$ cat config.mk
export PLATFORM = sky130hd
export DESIGN_NAME = mcont_chnbuf_rd_sched_flat
export DESIGN_NICKNAME = d
export VERILOG_FILES = /design/src/rtl/mcont_chnbuf_rd_sched_pkg.sv /design/src/rtl/mcont_chnbuf_rd_sched_if.sv /design/src/rtl/mcont_rr_prio_pick.sv /design/src/rtl/mcont_chnbuf_rd_sched.sv /design/src/flat_wrapper.sv
export SDC_FILE = /design/constraint.sdc
export NUM_CORES = 1
export LEC_CHECK = 0
export BUFFER_PORTS_ARGS = -buffer_cell sky130_fd_sc_hd__buf_2
export CAP_MARGIN = 5
export CORE_AREA = 2 2 105 97
export CTS_CLUSTER_SIZE = 8
export DETAILED_ROUTE_END_ITERATION = 7
export DIE_AREA = 0 0 107 99
export MAX_ROUTING_LAYER = met4
export PLACE_DENSITY = 0.7
export SYNTH_ARGS = -nofsm -noshare
export SYNTH_HDL_FRONTEND = slang
export SYNTH_HIERARCHICAL = 1
export SYNTH_SLANG_ARGS = --single-unit
$ cat constraint.sdc
create_clock -name clk -period 15.74 [get_ports clk]
set_clock_uncertainty 0.2 [all_clocks]
set_input_delay 0.787 -clock clk [delete_from_list [all_inputs] [get_ports clk]]
set_output_delay 0.787 -clock clk [all_outputs]
set_load 0.005 [all_outputs]
$ cat src/rtl/mcont_chnbuf_rd_sched_pkg.sv
// Shared types and constants for the channel-buffer read scheduler.
package mcont_chnbuf_rd_sched_pkg;

  localparam int NUM_CHN = 16;
  localparam int CHN_W   = 4;
  localparam int BURST_W = 7;

  typedef enum logic [2:0] {
    ST_IDLE,
    ST_GRANT,
    ST_SEL,
    ST_READ,
    ST_DRAIN,
    ST_DONE
  } state_e;

  // A burst length field of zero stands for the maximum burst of 128 words.
  function automatic logic [7:0] burst_len(input logic [BURST_W-1:0] bw);
    return (bw == '0) ? 8'd128 : {1'b0, bw};
  endfunction

endpackage

$ cat src/rtl/mcont_chnbuf_rd_sched_if.sv
// Request/strobe bundle between channel request logic, the scheduler and
// the per-channel buffer read stages.
interface mcont_chnbuf_rd_sched_if;
  import mcont_chnbuf_rd_sched_pkg::*;

  logic [NUM_CHN-1:0] chn_want;
  logic [NUM_CHN-1:0] chn_urgent;
  logic [BURST_W-1:0] burst_words;
  logic               seq_ready;
  logic [NUM_CHN-1:0] chn_ack;
  logic [CHN_W-1:0]   ext_buf_rchn;
  logic               ext_buf_rd;
  logic               seq_done;
  logic               busy;
  logic [CHN_W-1:0]   cur_chn;

  // Requester / sequencer side.
  modport master (
    output chn_want, chn_urgent, burst_words, seq_ready,
    input  chn_ack, ext_buf_rchn, ext_buf_rd, seq_done, busy, cur_chn
  );

  // Scheduler side.
  modport slave (
    input  chn_want, chn_urgent, burst_words, seq_ready,
    output chn_ack, ext_buf_rchn, ext_buf_rd, seq_done, busy, cur_chn
  );

endinterface

$ cat src/rtl/mcont_rr_prio_pick.sv
// Combinational 16-way round-robin pick with urgent override. The search
// starts just above rr_ptr_i and wraps, so rr_ptr_i itself has lowest priority.
module mcont_rr_prio_pick
  import mcont_chnbuf_rd_sched_pkg::*;
(
  input  logic [NUM_CHN-1:0] elig_i,
  input  logic [NUM_CHN-1:0] urg_i,
  input  logic [CHN_W-1:0]   rr_ptr_i,
  output logic [CHN_W-1:0]   win_o,
  output logic               vld_o
);

  logic [NUM_CHN-1:0] pool;

  // Scan from the farthest candidate to the nearest so the nearest hit wins.
  always_comb begin
    pool  = (urg_i != '0) ? urg_i : elig_i;
    win_o = '0;
    vld_o = 1'b0;
    for (int i = NUM_CHN; i >= 1; i--) begin
      if (pool[rr_ptr_i + CHN_W'(i)]) begin
        win_o = rr_ptr_i + CHN_W'(i);
        vld_o = 1'b1;
      end
    end
  end

endmodule

$ cat src/rtl/mcont_chnbuf_rd_sched.sv
// Shares the 64-bit channel-buffer read path among up to 16 channels:
// arbitrates, leads the read strobes with a stable select, counts the burst
// and waits out the read pipeline before reporting completion.
module mcont_chnbuf_rd_sched
  import mcont_chnbuf_rd_sched_pkg::*;
#(
  parameter logic [NUM_CHN-1:0] CHN_MASK        = 16'hffff,
  parameter int                 MAX_CHN_LATENCY = 2
) (
  input logic                     clk,
  input logic                     rst,
  mcont_chnbuf_rd_sched_if.slave  bus
);

  // Select register + read register + channel latency + output register.
  localparam logic [7:0] DRAIN_LEN = 8'(MAX_CHN_LATENCY + 3);

  state_e             state_q, state_d;
  logic [CHN_W-1:0]   cur_chn_q, cur_chn_d;
  logic [CHN_W-1:0]   rr_ptr_q, rr_ptr_d;
  logic [7:0]         cnt_q, cnt_d;
  logic [NUM_CHN-1:0] elig, urg;
  logic [CHN_W-1:0]   win;
  logic               win_vld;

  assign elig = bus.chn_want & CHN_MASK;
  assign urg  = elig & bus.chn_urgent;

  mcont_rr_prio_pick u_pick (
    .elig_i   (elig),
    .urg_i    (urg),
    .rr_ptr_i (rr_ptr_q),
    .win_o    (win),
    .vld_o    (win_vld)
  );

  // State, served channel, round-robin pointer and shared word/drain counter.
  always_ff @(posedge clk or posedge rst) begin
    if (rst) begin
      state_q   <= ST_IDLE;
      cur_chn_q <= '0;
      rr_ptr_q  <= '1;
      cnt_q     <= '0;
    end else begin
      state_q   <= state_d;
      cur_chn_q <= cur_chn_d;
      rr_ptr_q  <= rr_ptr_d;
      cnt_q     <= cnt_d;
    end
  end

  // Next-state logic; the winner is captured on entry so it is stable for the whole GRANT cycle.
  always_comb begin
    state_d   = state_q;
    cur_chn_d = cur_chn_q;
    rr_ptr_d  = rr_ptr_q;
    cnt_d     = cnt_q;
    case (state_q)
      ST_IDLE: begin
        if (win_vld && bus.seq_ready) begin
          state_d   = ST_GRANT;
          cur_chn_d = win;
          rr_ptr_d  = win;
        end
      end
      ST_GRANT: begin
        cnt_d   = burst_len(bus.burst_words);
        state_d = ST_SEL;
      end
      ST_SEL: begin
        state_d = ST_READ;
      end
      ST_READ: begin
        cnt_d = cnt_q - 8'd1;
        if (cnt_q == 8'd1) begin
          state_d = ST_DRAIN;
          cnt_d   = DRAIN_LEN;
        end
      end
      ST_DRAIN: begin
        cnt_d = cnt_q - 8'd1;
        if (cnt_q == 8'd2) begin
          state_d = ST_DONE;
        end
      end
      ST_DONE: begin
        state_d = ST_IDLE;
      end
      default: begin
        state_d = ST_IDLE;
      end
    endcase
  end

  assign bus.chn_ack      = (state_q == ST_GRANT) ? ((NUM_CHN'(1) << cur_chn_q) & CHN_MASK) : '0;
  assign bus.ext_buf_rchn = cur_chn_q;
  assign bus.cur_chn      = cur_chn_q;
  assign bus.ext_buf_rd   = (state_q == ST_READ);
  assign bus.seq_done     = (state_q == ST_DONE);
  assign bus.busy         = (state_q != ST_IDLE);

endmodule

$ cat src/flat_wrapper.sv
// flat-port wrapper written by rule: the top's interface ports become plain ports
module mcont_chnbuf_rd_sched_flat import mcont_chnbuf_rd_sched_pkg::*;
#(
  parameter logic [NUM_CHN-1:0] CHN_MASK        = 16'hffff,
  parameter int                 MAX_CHN_LATENCY = 2
)
  (clk, rst, bus_chn_want, bus_chn_urgent, bus_burst_words, bus_seq_ready, bus_chn_ack, bus_ext_buf_rchn, bus_ext_buf_rd, bus_seq_done, bus_busy, bus_cur_chn);
  mcont_chnbuf_rd_sched_if bus_i ();
  input logic clk;
  input logic rst;
  input wire logic [$bits(bus_i.chn_want)-1:0] bus_chn_want;
  input wire logic [$bits(bus_i.chn_urgent)-1:0] bus_chn_urgent;
  input wire logic [$bits(bus_i.burst_words)-1:0] bus_burst_words;
  input wire logic [$bits(bus_i.seq_ready)-1:0] bus_seq_ready;
  output wire logic [$bits(bus_i.chn_ack)-1:0] bus_chn_ack;
  output wire logic [$bits(bus_i.ext_buf_rchn)-1:0] bus_ext_buf_rchn;
  output wire logic [$bits(bus_i.ext_buf_rd)-1:0] bus_ext_buf_rd;
  output wire logic [$bits(bus_i.seq_done)-1:0] bus_seq_done;
  output wire logic [$bits(bus_i.busy)-1:0] bus_busy;
  output wire logic [$bits(bus_i.cur_chn)-1:0] bus_cur_chn;
  assign bus_i.chn_want = bus_chn_want;
  assign bus_i.chn_urgent = bus_chn_urgent;
  assign bus_i.burst_words = bus_burst_words;
  assign bus_i.seq_ready = bus_seq_ready;
  assign bus_chn_ack = bus_i.chn_ack;
  assign bus_ext_buf_rchn = bus_i.ext_buf_rchn;
  assign bus_ext_buf_rd = bus_i.ext_buf_rd;
  assign bus_seq_done = bus_i.seq_done;
  assign bus_busy = bus_i.busy;
  assign bus_cur_chn = bus_i.cur_chn;
  mcont_chnbuf_rd_sched #(.CHN_MASK(CHN_MASK), .MAX_CHN_LATENCY(MAX_CHN_LATENCY)) u_core (.clk(clk), .rst(rst), .bus(bus_i));
endmodule
==> run_results.csv <==
group,metric,value,unit
hold_path,hold-path-cell-count,1,
setup_path,critPathTopFamily,"compound AO/OA/AOI/OAI gates",
synthesis,synthCells,545,
setup_path,cp-start-kind,"register",
synthesis,async_reset_ff_share,100.0,%
hold_path,hold_end,"u_core/bus.cur_chn[1]",
routing,routed_wl,15270,um
synthesis,syn-num-nets,597,
floorplan,rows,34,
setup_path,regToRegEndpoint,"u_core/bus.cur_chn[2]",
synthesis,syn_avg_cell_area,8.465,um2
setup_path,cp-end-kind,"register",
flow_run,drv_cap,0,
global_routing,grtUsageTotal,29.08,%
synthesis,post_synth_xor_area_fraction,3.038,%
synthesis,syn_area,4613,um2
clock_tree,post-cts-setup-buffers,0,
cells_and_area,instances_no_fill,706,
floorplan,die_area,10590,um2
setup_path,rr_worst_depth,12,
setup_path,critPathMaxStageDelay,1110,ps
synthesis,synth_compound_area_share,32.36,%
timing,layout_min_cycle_time,6356,ps
setup_path,cp.required,15670,ps
global_routing,grt_pass1_vias,4511,
placement,gp_congestion,1.010,
global_routing,antenna_found_initial,0,
clock_tree,numCtsBuffers,3,
timing,worstMarginPinSlew,962.3,ps
setup_path,arrival,6290,ps
synthesis,ys.flop_type,"dfrtp_1",
synthesis,ys_seq_area_share,10.41,%
synthesis,synth.distinct_cells,95,
routing,via_per_inst,7.102,
clock_tree,cts.htree.levels,1,
setup_path,reg2reg_setup_slack,9380,ps
setup_path,r2r_start,"u_core/rr_ptr_q[0]",
clock_tree,cts_sinks,19,
synthesis,ys_seq_elements,19,
synthesis,synth_enable_flop_cells,0,
floorplan,io_pins,69,
clock_tree,clk_pin_slew,70,ps
synthesis,synth_top_family_by_area,"compound AO/OA/AOI/OAI gates",
setup_path,crit_type,"reg2reg",
floorplan,core_area,9487,um2
timing,fmax,157.3,MHz
cells_and_area,layout-drive-gt1-share,25.86,%
outcome,outcome,"finished, final reports clean",
timing,maxSlewViolCount,0,
synthesis,synthSimpleGateAreaFrac,23.57,%
setup_path,slowest_stage,"ha_1",
routing,drc,0,
placement,place_ws,9505,ps
hold_path,hold_path.class,"reg2reg",
timing,slew_headroom,35.01,%
timing,setup_tns,0,ps
placement,place_hpwl,11830,um
clock_tree,clock_latency,250,ps
synthesis,synthMuxAreaShare,22.24,%
floorplan,die_w,107,um
routing,firstDrtPassIters,6,
cells_and_area,nets,633,
global_routing,grt_pass1_wl,24030,um
clock_tree,cts_resized,0,
floorplan,die_h,99,um
global_routing,overflow,0,
clock_tree,tritoncts,"yes",
routing,vias,5014,
placement,placed_cells,702,
routing,ant_nets,0,
placement,port_buffers,68,
cells_and_area,num_antenna_cells,0,
setup_path,path_cells,"inv_1, ha_1, inv_2, and3_1, a2111oi_1, a221oi_1, a21oi_1, a221o_1, a31oi_1, or4_1, o211a_1, mux2_4",
cells_and_area,area_growth,7.730,%
floorplan,initial_core_util,48.63,%
clock_tree,cts_root_buffer,"clkbuf_8",
routing,drt-initial-drc-count,603,
timing,final_hold_viol_count,0,
timing,setup_viol_count_final,0,
timing,setup_ws,9384,ps
global_routing,grt_max_degree,39,
timing,rsz0062_at_grt,"false",
synthesis,yosys_warnings,6,
setup_path,cp_num_buf_inv,2,
timing,fin_crit_sh,40.38,%
synthesis,synthAdderAreaFrac,2.712,%
routing,route.detailed.wl_per_inst,21.63,um
clock_tree,postCtsHoldBufs,0,
hold_path,worstHoldStart,"u_core/bus.cur_chn[1]",
setup_path,critPathMaxFanout,38,
clock_tree,clock_path_buffers,2,
==> worst max-delay path by stage <==
stage | from | to | slack [ps] | cells after the start
4_1_cts | u_core/rr_ptr_q[0] | u_core/bus.cur_chn[0] | 9470 | 12
6_report | u_core/rr_ptr_q[0] | u_core/bus.cur_chn[2] | 9380 | 12
3_3_place_gp | u_core/rr_ptr_q[0] | u_core/bus.cur_chn[3] | 9620 | 13
3_5_place_dp | u_core/rr_ptr_q[0] | u_core/rr_ptr_q[0] | 9510 | 12
5_1_grt | u_core/rr_ptr_q[0] | u_core/bus.cur_chn[0] | 8880 | 12
2_1_floorplan | u_core/rr_ptr_q[1] | u_core/bus.cur_chn[0] | 10750 | 17
==> logic make-up after synthesis <==
| family | count (synthesis) |
|---|---|
| compound gates | 201 |
| simple gates | 187 |
| buf+inv | 56 |
| mux | 56 |
| flops | 19 |
| xor+xnor | 16 |
| fa+ha+maj | 10 |
==> worst register-to-register path: stages (launching register included) <==
cell,delay [ps]
dfstp_2,1050
inv_1,590
ha_1,1110
inv_2,470
and3_1,290
a2111oi_1,760
a221oi_1,320
a21oi_1,260
a221o_1,180
a31oi_1,70
or4_1,490
o211a_1,190
mux2_4,270
==> per-stage QoR <==
stage          hold WS [ps]  util, %  instance area, um2
6_report              429.0    52.39                4970
3_3_place_gp          395.0    51.91                4925
5_1_grt               466.5    52.39                4970
4_1_cts               423.3    52.39                4970
3_5_place_dp          412.7    51.91                4925
2_1_floorplan         358.5        -                4613
==> final cells by class <==
type,instances,area (um2)
Fill cell,864,4517
Multi-Input combinational cell,470,3871
Sequential cell,19,480.5
Timing Repair Buffer,69,347.8
Tap cell,126,157.7
Inverter,18,67.56
Clock buffer,4,45.04
==> registers in the layout (all words and copies together), names as in the netlist <==
| name | cells |
|---|---|
| u_core/cnt_q | 8 |
| u_core/bus.cur_chn | 4 |
| u_core/rr_ptr_q | 4 |
| u_core/state_q | 3 |
==> layer usage <==
metal / share of wire, % / vias to the layer above / global-route usage [%]
met5: 0 / - / -
met4: 3.9 / 0 / 8.691
met3: 11 / 45 / 2.910
met2: 45 / 364 / 46.06
met1: 40 / 2342 / 39.47
li1: - / 2263 / -
==> synthesized netlist by cell type, types with 5 or more instances <==
library cell,n,area [um2]
nor2_1,47,176.4
a21oi_1,45,225.2
mux4_2,32,720.7
nand2_1,30,112.6
and2_1,21,131.4
clkbuf_1,21,78.83
o21ai_0,21,105.1
a21o_1,17,127.6
inv_1,16,60.06
dfrtp_1,15,375.4
nor3_1,13,65.06
a211oi_1,10,75.07
and3_1,10,62.56
ha_1,10,125.1
nand2b_1,10,62.56
nand3_1,9,45.04
xor2_1,9,78.83
mux2_4,8,120.1
mux2i_1,8,80.08
o211ai_1,8,60.06
mux2_2,7,78.83
o21ai_1,7,35.03
xnor2_1,7,61.31
a2111oi_0,6,52.55
a221oi_1,6,52.55
a41o_1,6,60.06
buf_4,6,45.04
or4_1,6,45.04
buf_2,5,25.02
nor4b_1,5,43.79
==> cells in the final DEF, fill, tap and decap left out, types with 5 or more instances in the layout <==
| master | Yosys | layout |
|---|---|---|
| a2111oi_0 | 6 | 6 |
| dfrtp_1 | 15 | 15 |
| mux4_2 | 32 | 32 |
| a41o_1 | 6 | 6 |
| inv_1 | 16 | 16 |
| nand2b_1 | 10 | 10 |
| and2_1 | 21 | 21 |
| nor2_1 | 47 | 47 |
| or4_1 | 6 | 6 |
| and3_1 | 10 | 10 |
| a221oi_1 | 6 | 6 |
| mux2_4 | 8 | 8 |
| xnor2_1 | 7 | 7 |
| ha_1 | 10 | 10 |
| nor3_1 | 13 | 13 |
| mux2_2 | 7 | 7 |
| xor2_1 | 9 | 9 |
| buf_2 | 5 | 68 |
| o21ai_0 | 21 | 21 |
| nand3_1 | 9 | 9 |
| mux2i_1 | 8 | 8 |
| a21o_1 | 17 | 17 |
| o211ai_1 | 8 | 8 |
| o21ai_1 | 7 | 7 |
| a211oi_1 | 10 | 10 |
| nor4b_1 | 5 | 5 |
| a21oi_1 | 45 | 45 |
| nand2_1 | 30 | 30 |
Power is left out: the tool's default activity adds up to more than one toggle a clock period on the data nets, which glitch-free logic cannot reach.
